==> src/rtl/safe_lock_ctrl.sv <==
// ---------------------------------------------------------------------------
// safe_lock_ctrl -- keypad-driven electronic safe lock controller.
//
// Collects four BCD digits from a keypad, compares them against a stored
// password and either opens the lock or counts a failure. After MAX_TRIES
// consecutive failures the lock enters a timed ALARM state in which every
// key is ignored. While open, the user may store a new password or relock.
//
// Ports:
//   clk        in   1   single clock, everything on its rising edge
//   rst        in   1   synchronous active-high reset
//   key_valid  in   1   key_code is valid this cycle
//   key_code   in   4   0-9 digit, A enter, B clear, C change pw, D lock
//   unlocked   out  1   high only while in OPEN
//   alarm      out  1   high only while in ALARM
//   entry_cnt  out  3   digits held in the entry buffer (0..4)
//   disp       out  16  entry buffer, first digit in [15:12], empty = 4'hF
//   fail_cnt   out  2   consecutive failed checks
//   state      out  3   LOCKED=0, CHECK=1, OPEN=2, SET_NEW=3, ALARM=4
// ---------------------------------------------------------------------------
module safe_lock_ctrl #(
    parameter logic [15:0] DEFAULT_PW   = 16'h1234,
    parameter logic [1:0]  MAX_TRIES    = 2'd3,
    parameter logic [15:0] ALARM_CYCLES = 16'd1000
) (
    input  logic        clk,
    input  logic        rst,
    input  logic        key_valid,
    input  logic [3:0]  key_code,
    output logic        unlocked,
    output logic        alarm,
    output logic [2:0]  entry_cnt,
    output logic [15:0] disp,
    output logic [1:0]  fail_cnt,
    output logic [2:0]  state
);

    typedef enum logic [2:0] {
        S_LOCKED  = 3'd0,
        S_CHECK   = 3'd1,
        S_OPEN    = 3'd2,
        S_SET_NEW = 3'd3,
        S_ALARM   = 3'd4
    } state_t;

    localparam logic [15:0] BUF_EMPTY = 16'hFFFF;
    localparam logic [3:0]  K_ENTER   = 4'hA;
    localparam logic [3:0]  K_CLEAR   = 4'hB;
    localparam logic [3:0]  K_CHANGE  = 4'hC;
    localparam logic [3:0]  K_LOCK    = 4'hD;

    state_t      state_q, state_d;
    logic [15:0] buf_q, buf_d;
    logic [2:0]  cnt_q, cnt_d;
    logic [1:0]  fail_q, fail_d;
    logic [15:0] timer_q, timer_d;
    logic [15:0] pw_q, pw_d;
    logic        unlocked_q, alarm_q;

    logic        is_digit_s;
    logic        buf_full_s;
    logic [1:0]  fail_inc_s;

    // Place digit d at entry position idx (position 0 is the leftmost nibble).
    function automatic logic [15:0] put_digit(input logic [15:0] b,
                                              input logic [1:0]  idx,
                                              input logic [3:0]  d);
        logic [15:0] r;
        r = b;
        case (idx)
            2'd0:    r[15:12] = d;
            2'd1:    r[11:8]  = d;
            2'd2:    r[7:4]   = d;
            2'd3:    r[3:0]   = d;
            default: r        = b;
        endcase
        return r;
    endfunction

    assign is_digit_s = key_valid && (key_code <= 4'd9);
    assign buf_full_s = (cnt_q == 3'd4);
    assign fail_inc_s = fail_q + 2'd1;

    // Next-state and datapath update for the lock FSM.
    always_comb begin
        state_d = state_q;
        buf_d   = buf_q;
        cnt_d   = cnt_q;
        fail_d  = fail_q;
        timer_d = timer_q;
        pw_d    = pw_q;

        case (state_q)
            S_LOCKED, S_SET_NEW: begin
                if (is_digit_s && !buf_full_s) begin
                    buf_d = put_digit(buf_q, cnt_q[1:0], key_code);
                    cnt_d = cnt_q + 3'd1;
                end else if (key_valid && key_code == K_CLEAR) begin
                    buf_d = BUF_EMPTY;
                    cnt_d = 3'd0;
                end else if (key_valid && key_code == K_ENTER && buf_full_s) begin
                    if (state_q == S_LOCKED) begin
                        state_d = S_CHECK;
                    end else begin
                        // Commit the new password and return to OPEN.
                        pw_d    = buf_q;
                        buf_d   = BUF_EMPTY;
                        cnt_d   = 3'd0;
                        state_d = S_OPEN;
                    end
                end else if (key_valid && key_code == K_LOCK && state_q == S_SET_NEW) begin
                    buf_d   = BUF_EMPTY;
                    cnt_d   = 3'd0;
                    state_d = S_LOCKED;
                end else begin
                    state_d = state_q;
                end
            end
            S_CHECK: begin
                // Single-cycle compare; keys arriving now are dropped.
                buf_d = BUF_EMPTY;
                cnt_d = 3'd0;
                if (buf_q == pw_q) begin
                    fail_d  = 2'd0;
                    state_d = S_OPEN;
                end else begin
                    fail_d = fail_inc_s;
                    if (fail_inc_s == MAX_TRIES) begin
                        timer_d = ALARM_CYCLES - 16'd1;
                        state_d = S_ALARM;
                    end else begin
                        state_d = S_LOCKED;
                    end
                end
            end
            S_OPEN: begin
                if (key_valid && key_code == K_LOCK) begin
                    state_d = S_LOCKED;
                end else if (key_valid && key_code == K_CHANGE) begin
                    buf_d   = BUF_EMPTY;
                    cnt_d   = 3'd0;
                    state_d = S_SET_NEW;
                end else begin
                    state_d = state_q;
                end
            end
            S_ALARM: begin
                // Timer counts ALARM_CYCLES-1 down to 0, then one more cycle.
                if (timer_q == 16'd0) begin
                    fail_d  = 2'd0;
                    state_d = S_LOCKED;
                end else begin
                    timer_d = timer_q - 16'd1;
                end
            end
            default: begin
                buf_d   = BUF_EMPTY;
                cnt_d   = 3'd0;
                timer_d = 16'd0;
                state_d = S_LOCKED;
            end
        endcase
    end

    // State, datapath and registered output flags.
    always_ff @(posedge clk) begin
        if (rst) begin
            state_q    <= S_LOCKED;
            buf_q      <= BUF_EMPTY;
            cnt_q      <= 3'd0;
            fail_q     <= 2'd0;
            timer_q    <= 16'd0;
            pw_q       <= DEFAULT_PW;
            unlocked_q <= 1'b0;
            alarm_q    <= 1'b0;
        end else begin
            state_q    <= state_d;
            buf_q      <= buf_d;
            cnt_q      <= cnt_d;
            fail_q     <= fail_d;
            timer_q    <= timer_d;
            pw_q       <= pw_d;
            unlocked_q <= (state_d == S_OPEN);
            alarm_q    <= (state_d == S_ALARM);
        end
    end

    assign unlocked  = unlocked_q;
    assign alarm     = alarm_q;
    assign entry_cnt = cnt_q;
    assign disp      = buf_q;
    assign fail_cnt  = fail_q;
    assign state     = state_q;

endmodule

==> config.mk <==
export PLATFORM = sky130hd
export DESIGN_NAME = safe_lock_ctrl
export DESIGN_NICKNAME = d
export VERILOG_FILES = /design/src/rtl/safe_lock_ctrl.sv
export SDC_FILE = /design/constraint.sdc
export NUM_CORES = 1
export LEC_CHECK = 0
export CAP_MARGIN = 10
export CORE_ASPECT_RATIO = 0.7
export CORE_MARGIN = 3
export CORE_UTILIZATION = 30
export DETAILED_ROUTE_END_ITERATION = 10
export PLACE_DENSITY = 0.53
export SLEW_MARGIN = 25
export SYNTH_ARGS = -nofsm -noshare
export SYNTH_HDL_FRONTEND = slang
export SYNTH_SLANG_ARGS = --single-unit
==> constraint.sdc <==
create_clock -name clk -period 5.31 [get_ports clk]
set_clock_uncertainty 0.15 [all_clocks]
set_input_delay 1.062 -clock clk [delete_from_list [all_inputs] [get_ports clk]]
set_output_delay 1.062 -clock clk [all_outputs]
set_load 0.02 [all_outputs]
# == Yosys cells after proc, flatten, opt, wreduce, memory -nomap -nowiden ==
# Index checks and enable logic that the tools add are counted.
# totals
regBits,58
out_inout_bits,26
wordCells,109
# op_classes
add_sub_neg,3
magnitude_cmp,1
eq_ne,28
n_mux,38
bitwise,5
n_reduce_logical,23
# ops
operator,n
16-bit 2-to-1 mux,10
16-bit case mux with 3 select lines,2
3-bit 2-to-1 mux,16
6-bit AND reduction,4
16-bit equality test,1
4-bit equality test (second input constant),4
16-bit zero test,1
4-bit 2-to-1 mux,4
16-bit by 1-bit subtractor with 16-bit output (second input constant),1
2-bit != test (second input constant),6
3-bit by 2-bit != test with 1-bit output (second input constant),4
3-bit case mux with 4 select lines,1
5-bit != test (second input constant),2
5-bit AND reduction,2
3-bit by 2-bit equality test with 1-bit output (second input constant),3
3-bit equality test (second input constant),3
3-bit case mux with 3 select lines,1
1-bit logical AND,8
2-bit equality test (second input constant),3
2-bit 2-to-1 mux,3
1-bit inverter,5
4-bit less-or-equal comparator (second input constant),1
2-bit case mux with 2 select lines,1
4-bit AND reduction,1
11 further kinds,11

# == Depth between registers and ports, before layout ==
# Gate-level depths: netlist of run 1.
# depth
ltp_word,9
mapped_depth,9

# == Worst setup path before layout of run 1 ==
# OpenSTA, ideal clock, no wires.
# synth_path
kind,input-to-reg
from,input port key_code[2]
to,register buf_q[0] (netlist: disp[0])
t_arrival_ps,2438
path_slack_ps,2602
path_stages,6
n_path_buf,0
cell_sequence,nand4b_1 or3_4 a221o_1 o21ai_4 nor2_4 o31a_1
# synth_via
elab_chain_len,7
# synth_lines
item,line_no,rtl
start: declaration,29,"input logic [3:0] key_code,"
branches (longest 7 deep; another with 4-bit less-or-equal comparator),--,
end signal: assignment,178,buf_q <= buf_d;
end: declaration,53,"logic [15:0] buf_q, buf_d;"
# Several ways; the timed one is not identified.
# A chain may end at the register's enable or synchronous reset.

# == Worst setup path after layout of run 1 ==
# layout_path
from,input port key_code[1]
to,register buf_q[3] (netlist: disp[3])
# The elaborated chain is that of the path after synthesis.

==> results_dict.tcl, run 1 <==
set metrics [dict create \
    p_int_mw 0.871 \
    cts_root_buf "clkbuf_16" \
    synth_warnings 0 \
    drtIter0Drc 147 \
    dp_slack_ns 1.52 \
    portBuffers 32 \
    fin_util 0.395 \
    core-area_mm2 0.00933 \
    final_area_mm2 0.00368 \
    final_cell_count_no_fill 476 \
    grt_setup_unrepaired "false" \
    gp_congestion 0.777 \
    synthArstFlopShare 0 \
    hold_class "register to register" \
    holdWs_ns 0.331 \
    worst_pin_slew_ns 1.04 \
    die_w_um 125 \
    max_freq_mhz 321 \
    p_seq_frac 0.397 \
    antenna_found_initial 0 \
    placed_cell_area_mm2 0.00336 \
    ios 33 \
    finalPower_mw 1.12 \
    cts-resized-gates 0 \
    final_cell_mix "58 x dfxtp_1, 34 x nor2_1, 31 x clkdlybuf4s50_1" \
    cellPowerDensity_mw_per_mm2 305 \
    avgRoutedWirePerCell_um 16.3 \
    finalNetCount 361 \
    insertedDiodeCount 0 \
    cts.clk_slew.worst_paths_ns 0.05 \
    drc_errors 0 \
    vias 2512 \
    finalHoldViolations 0 \
    grt.total_usage 0.143 \
    die_h_um 89.1 \
    drv_cap 0 \
    drt_first_pass_iters 4 \
    dp_cells 460 \
    area.growth.synth_to_final_pct 24.4 \
    crit_arrival_ns 3.18 \
    p_comb_frac 0.054 \
    relSlewSlack 0.309 \
    clock_power_share 0.549 \
    hold_buffers 0 \
    wl_um 7770 \
    dp_hpwl_um 5430 \
    max-vdd-ir-drop_mv 0.133 \
    cp_max_fo 7 \
    syn_inst 319 \
    fin_tns_setup_ns 0 \
    avgSynthCellArea_um2 9.28 \
    viasPerCell 5.28 \
    clock-sinks 58 \
    critPathKind "input port to register" \
    syn_nets 333 \
    syn-cell-area_mm2 0.00296 \
    start_util 0.318 \
    yosys.area.top_type_share 0.392 \
    num_rows 29 \
    layout_setup_ws_ns 2.19 \
    cts_tree "yes" \
    grt_pass1_wl_um 12700 \
    swShare 0.224 \
    drive_gt1_frac 0.0994 \
    slew_violations 0 \
    min_period_ns 3.12 \
    setup_viol 0 \
    die_area_mm2 0.0111 \
    cts_buffers 9 \
    synth_flop_cell "dfxtp_1" \
    htreeDepth 3 \
    drt.antenna.violating_nets 0 \
    crit_required_ns 5.37 \
    outcome "finished, final reports clean" \
    clk_path_buf_depth 2 \
    startpoint_type "input port" \
    final_common_cell "dfxtp_1" \
    p_leak_nw 1.22 \
    min_period_over_period 0.587 \
    cts_setup_buffers 0 \
    ys_ff_latch 58 \
    clk-insertion-delay-late_ns 0.32 \
    synth.distinct_cells 53 \
    grt_pass1_vias 2371 \
    p_sw_mw 0.252 \
    grt_max_degree 52 \
    synth_edf_count 0 \
    yosys.area.top_type "dfxtp_1" \
    end_kind "register" \
    yosysSeqAreaShare 0.392 \
    synthTopCellsByArea "dfxtp_1 39%, nand4b_1 6.2%, mux2i_1 5.4%" \
    gr-total-overflow 0 \
]
## critical path, cell delays in order
cell and delay (ns):
clkdlybuf4s50_1 0.62, nand4b_1 0.17, or3_4 0.43, a221o_1 0.37, o21ai_4 0.17, nor2_4 0.10
o31a_1 0.24
## synth_stat cells, types with 2 or more instances
cell type / n
dfxtp_1: 58
nor2_1: 34
nand2_1: 27
nand4b_1: 21
mux2i_1: 16
o31a_1: 16
xor2_1: 16
a21oi_1: 13
clkbuf_1: 10
a221oi_1: 8
ha_1: 7
inv_1: 7
nor2_4: 6
nor4_1: 6
o21ai_0: 6
buf_2: 4
nand3_1: 4
nand4_1: 4
a211oi_1: 3
a311oi_1: 3
a31oi_1: 3
a32oi_1: 3
nor3_1: 3
and3_1: 2
buf_6: 2
clkinv_1: 2
nand3b_1: 2
nor2b_1: 2
nor4_2: 2
o211a_1: 2
o21a_1: 2
o31ai_1: 2
or2_1: 2
xnor2_1: 2
## flip-flops by register name, summed over array words and instances, names as in the netlist
| name | flops |
|---|---|
| fail_cnt | 2 |
| unlocked | 1 |
| entry_cnt | 3 |
| state | 3 |
| alarm | 1 |
| disp | 16 |
| timer_q | 16 |
| pw_q | 16 |
## kinds of logic (layout without fill, tap and decap cells)
| logic type | after synthesis | in the layout | synth area share |
|---|---|---|---|
| flops | 58 | 58 | 0.392 |
| fa+ha+maj | 7 | 7 | 0.0296 |
| compound gates | 70 | 70 | 0.185 |
| buf+inv | 26 | 59 | 0.0397 |
| simple gates | 124 | 124 | 0.247 |
| xor+xnor | 18 | 18 | 0.0532 |
| mux | 16 | 16 | 0.0541 |
## routing by layer
metal / vias up / GRT usage / part of all wire
met2: 52 / 0.199 / 0.40
met1: 1207 / 0.213 / 0.55
met5: - / 0 / 0
met4: 0 / 0.0428 / 0.0068
li1: 1249 / - / -
met3: 4 / 0.0412 / 0.047
## worst paths after layout
path / startpoint / end / slack [ns] / cells past startpoint
max: key_code[1] / disp[3] / 2.19 / 7
min: timer_q[11] / timer_q[11] / 0.33 / 1
max reg2reg: state[2] / timer_q[11] / 2.26 / 6
min reg2reg: timer_q[11] / timer_q[11] / 0.33 / 1
## final cells by class
class | count | area (um2)
Clock buffer | 9 | 225
Clock inverter | 7 | 93.8
Multi-Input combinational cell | 235 | 1690
Tap cell | 124 | 155
Sequential cell | 58 | 1160
Fill cell | 923 | 5640
Timing Repair Buffer | 33 | 323
Inverter | 10 | 37.5
## power groups by stage
stage	clock, mW	sequential (mW)	combinational, mW
CTS	0.629	0.445	0.0609
finish	0.616	0.446	0.0610
floorplan	0	0.457	0.0341
detailed placement	0	0.455	0.0607
global placement	0	0.455	0.0607
global route	0.649	0.446	0.0660
(Power assumes the default switching activity.)
==> run 2: changes to the inputs <==
- clock period: 5.31 -> 3.1 ns (I/O delays scaled with it)
==> results_dict.tcl, run 2 (synthesized netlist as in run 1, its figures left out) <==
set metrics [dict create \
    insertedDiodeCount 0 \
    finalNetCount 367 \
    critPathKind "input port to register" \
    die_w_um 125 \
    relSlewSlack 0.434 \
    cts.clk_slew.worst_paths_ns 0.05 \
    grt_pass1_vias 2390 \
    hold_buffers 0 \
    cts_buffers 9 \
    num_rows 29 \
    p_int_mw 1.45 \
    min_period_over_period 0.863 \
    clock-sinks 58 \
    p_seq_frac 0.412 \
    cts_setup_buffers 0 \
    vias 2511 \
    die_h_um 89.1 \
    final_cell_count_no_fill 480 \
    cp_max_fo 7 \
    dp_hpwl_um 5480 \
    portBuffers 32 \
    grt_setup_unrepaired "false" \
    dp_cells 466 \
    grt_pass1_wl_um 12900 \
    swShare 0.220 \
    start_util 0.318 \
    clk_path_buf_depth 2 \
    reg2regPathDepth 6 \
    cts-resized-gates 0 \
    htreeDepth 3 \
    min_period_ns 2.68 \
    end_kind "register" \
    finalHoldViolations 0 \
    viasPerCell 5.23 \
    cellPowerDensity_mw_per_mm2 501 \
    antenna_found_initial 0 \
    crit_required_ns 3.17 \
    cts_tree "yes" \
    setup_viol 0 \
    crit_arrival_ns 2.74 \
    die_area_mm2 0.0111 \
    worst_pin_slew_ns 0.844 \
    outcome "finished, final reports clean" \
    final_cell_mix "58 x dfxtp_1, 34 x nor2_1, 31 x clkdlybuf4s50_1" \
    drtIter0Drc 146 \
    cts_root_buf "clkbuf_16" \
    core-area_mm2 0.00933 \
    hold_class "register to register" \
    slew_violations 0 \
    gp_congestion 0.827 \
    drv_cap 0 \
    max_freq_mhz 374 \
    drt_first_pass_iters 4 \
    clock_power_share 0.530 \
    wl_um 7870 \
    area.growth.synth_to_final_pct 24.8 \
    grt.total_usage 0.148 \
    p_leak_nw 1.25 \
    gr-total-overflow 0 \
    layout_setup_ws_ns 0.424 \
    worstHoldPathCells 1 \
    ios 33 \
    dp_slack_ns 0.107 \
    drc_errors 0 \
    grt_max_degree 51 \
    p_comb_frac 0.058 \
    seqCellArea_mm2 0.00116 \
    final_common_cell "dfxtp_1" \
    p_sw_mw 0.407 \
    clk-insertion-delay-late_ns 0.33 \
    max-vdd-ir-drop_mv 0.235 \
    fill_cells 911 \
    multi_input_area_mm2 0.00168 \
    avgRoutedWirePerCell_um 16.4 \
    startpoint_type "input port" \
    drt.antenna.violating_nets 0 \
    drive_gt1_frac 0.110 \
    fin_tns_setup_ns 0 \
]
==> run 2: cell types whose count changed in the layout (fill, tap and decap cells not counted), sizes merged <==
cell,before,now
clkinvlp,2,0
bufinv,2,1
clkinv,5,4
buf,2,8
clkbuf,9,11
==> run 2: routing by layer <==
| metal | global-route usage | wire length [um] | up-vias |
|---|---|---|---|
| met5 | 0 | 0 | - |
| met4 | 0.0597 | 127 | 0 |
| met3 | 0.0382 | 319 | 11 |
| met2 | 0.201 | 3000 | 56 |
| met1 | 0.219 | 4420 | 1186 |
| li1 | - | - | 1258 |
==> run 2: path summary, 6_finish.rpt <==
check	from	endpoint	slack (ns)
setup / recovery	key_code[1]	disp[13]	0.42
hold / removal	timer_q[11]	timer_q[11]	0.33
setup reg to reg	timer_q[10]	timer_q[14]	0.62
hold reg to reg	timer_q[11]	timer_q[11]	0.33
==> run 2: power groups by stage <==
stage	Combinational (mW)	Clock, mW	Sequential (mW)
finish	0.108	0.982	0.763
detailed placement	0.107	0	0.778
floorplan	0.0584	0	0.783
global placement	0.105	0	0.778
CTS	0.107	1.01	0.763
global route	0.116	1.04	0.763
==> run 2: layout make-up <==
type	instances	area share
clock inverter	3	0.0108
timing repair buffer	39	0.0995
multi-input combinational	235	0.455
tap	124	0.0420
inverter	10	0.0102
clock buffer	11	0.0684
sequential	58	0.314
==> run 2: critical path: stages <==
cell	delay, ns
clkdlybuf4s50_1	0.61
nand4b_1	0.17
or3_4	0.42
a221o_1	0.38
o21ai_4	0.18
nor2_4	0.10
o31a_1	0.25
==> run 2: through the flow <==
stage | hold WS, ns | power [mW] | area (um2) | utilization
finish | 0.332 | 1.85 | 3700 | 0.396
global route | 0.360 | 1.92 | 3700 | 0.396
CTS | 0.332 | 1.88 | 3700 | 0.396
detailed placement | 0.320 | 0.885 | 3400 | 0.365
global placement | 0.308 | 0.883 | 3400 | 0.365
floorplan | 0.291 | 0.842 | 2960 | -
==> edit (settings of run 2) <==
Remove the register `unlocked_q`: a continuous assignment takes its place, so the output `unlocked` follows one clock earlier.
--- a/src/rtl/safe_lock_ctrl.sv
+++ b/src/rtl/safe_lock_ctrl.sv
@@ -172,5 +172,4 @@
             timer_q    <= 16'd0;
             pw_q       <= DEFAULT_PW;
-            unlocked_q <= 1'b0;
             alarm_q    <= 1'b0;
         end else begin
@@ -181,8 +180,9 @@
             timer_q    <= timer_d;
             pw_q       <= pw_d;
-            unlocked_q <= (state_d == S_OPEN);
             alarm_q    <= (state_d == S_ALARM);
         end
     end
+
+    assign unlocked_q = (state_d == S_OPEN);
 
     assign unlocked  = unlocked_q;
Formal check against the unedited RTL: not equivalent (a bounded check fails within 10 cycles, from zero or initial values and one cycle with rst high).
==> edit against run 2 <==
Global-route usage down 0.16 points. Register-to-register slack worse by 0.38 ns. Count of clock-buffer cells in the layout down 1. Die area up 2.3%. Total power up 0.33%. Wire length up 3.8%. Synthesized area up 2.4%. Final area up 7.0%. First-iteration DRC count up 34%. Setup slack worse by 0.32 ns. Clock power down 0.6%. Final cell count up 11%. Sequential cell count down 1.
==> edit: results (changes against run 2) <==
place_inst: 519  # +11%
globalplace.congestion: 0.7917  # -4.3%
synth_commonest_cells: "dfxtp_1 (57), nor2_1 (36), a21oi_1 (31), nand2_1 (26)"
cts_made_buffers: 9  # unchanged
clk_path_buf_depth: 2  # unchanged
wl_per_cell_um: 15.27  # -6.9%
vias: 2800  # +12%
post_cts_buffers: 0  # unchanged
slew_headroom: 0.5148  # +0.08118
synthesis.nets: 366  # +9.9%
outcome: "finished clean"
ir_worst_vdd_mv: 0.2737  # +16%
synth_area_leaders: "dfxtp_1 (38%), mux2i_1 (5.9%), a21oi_1 (5.1%)"
clock_latency_ns: 0.33  # about the same
syn_inst: 352  # +10%
seq_area_frac_synth: 0.3762  # -0.01582
drt_first_pass_iters: 4  # unchanged
grt_pass1_wl_um: 13380  # +3.9%
place_area_um2: 3646  # +7.1%
ys.flop_type: "dfxtp_1"
worstPathArrival_ns: 2.23  # -0.51 ns
cts_root_buffer: "clkbuf_16"
n_fill_cell: 986  # +8.2%
antenna_found_initial: 0  # unchanged
grt_usage: 0.1460  # -0.001572
min_path_type: "flip-flop to flip-flop"
layout-drive-gt1-share: 0.1597  # +0.05015
post-dp-hpwl_um: 5654  # +3.2%
viasPerCell: 5.234  # about the same
port_buffers: 32  # unchanged
p_leak_uw: 0.001383  # +11%
path_clk_slew_ns: 0.05  # about the same
critPathMaxFanout: 4  # -3
grt_pass1_vias: 2515  # +5.2%
drt_iter0_drc: 195  # +34%
cts.htree.levels: 3  # unchanged
grt_start_max_net_pins: 58  # +14%
p_per_area_nw_per_um2: 469.8  # -6.2%
dp_slack_ns: -0.4211  # -0.5286 ns
fin_nets: 416  # +13%
synthArstFlopShare: 0  # unchanged
synth_cell_type_count: 57  # +7.5%
diodes: 0  # unchanged
synth-warning-count: 0  # unchanged
## edit: layout make-up
type / count / share of cell area
tap: 128 / 0.04048
clock inverter: 6 / 0.01455
sequential: 57 / 0.2884
multi-input combinational: 264 / 0.4510
timing repair buffer: 61 / 0.1366
inverter: 9 / 0.008539
clock buffer: 10 / 0.06040
## edit: power breakdown
part | internal [uW] | switching (uW) | total [uW] | leakage, uW
Combinational | 54.3 | 79.4 | 134 | 0.000775
Clock | 636 | 340 | 976 | 0.000148
Sequential | 741 | 7.27 | 749 | 0.000461
Total | 1430 | 427 | 1860 | 0.00138
## edit: cell families after synthesis
kind of cell / Yosys count / share of synthesized area
adders and majority gates: 7 / 0.02888
and+or+nand+nor: 118 / 0.2001
AOI/OAI and AO/OA: 104 / 0.2446
buffers and inverters: 31 / 0.04167
DFF: 57 / 0.3762
xor gates and xnor gates: 17 / 0.04909
muxes: 18 / 0.05941
## edit: metrics by stage
stage	hold slack, ns	total power, uW
2_1_floorplan	0.2956	831.5
4_1_cts	0.3320	1882
5_1_grt	0.3530	1921
6_report	0.3283	1859
3_5_place_dp	0.3174	896.3
3_3_place_gp	0.3046	896.8
## edit: repair_timing
item / 4_1_cts / 5_1_grt
gates resized for setup: 7 / 2
gates cloned: 0 / 0
pin swaps: 0 / 1
endpoints found under the setup margin: 1 / 1
## edit: final timing paths
check,from,to,slack [ns],cells past startpoint
hold / removal,fail_cnt[1],fail_cnt[1],0.33,2
hold reg to reg,fail_cnt[1],fail_cnt[1],0.33,2
setup reg to reg,timer_q[0],timer_q[9],0.24,7
setup / recovery,key_code[1],unlocked,0.10,7
## edit: metal layers
metal / track usage / share of wire
met5: 0 / 0
met4: 0.03304 / 0.0048
met3: 0.05166 / 0.049
met2: 0.1938 / 0.41
met1: 0.2221 / 0.53
## edit: worst max-delay path, stage by stage
cell and delay [ns]:
clkdlybuf4s50_1 0.45, and4b_2 0.35, nand2_1 0.08, o21a_1 0.12
a32oi_2 0.22, nor3b_2 0.20, buf_2 0.19
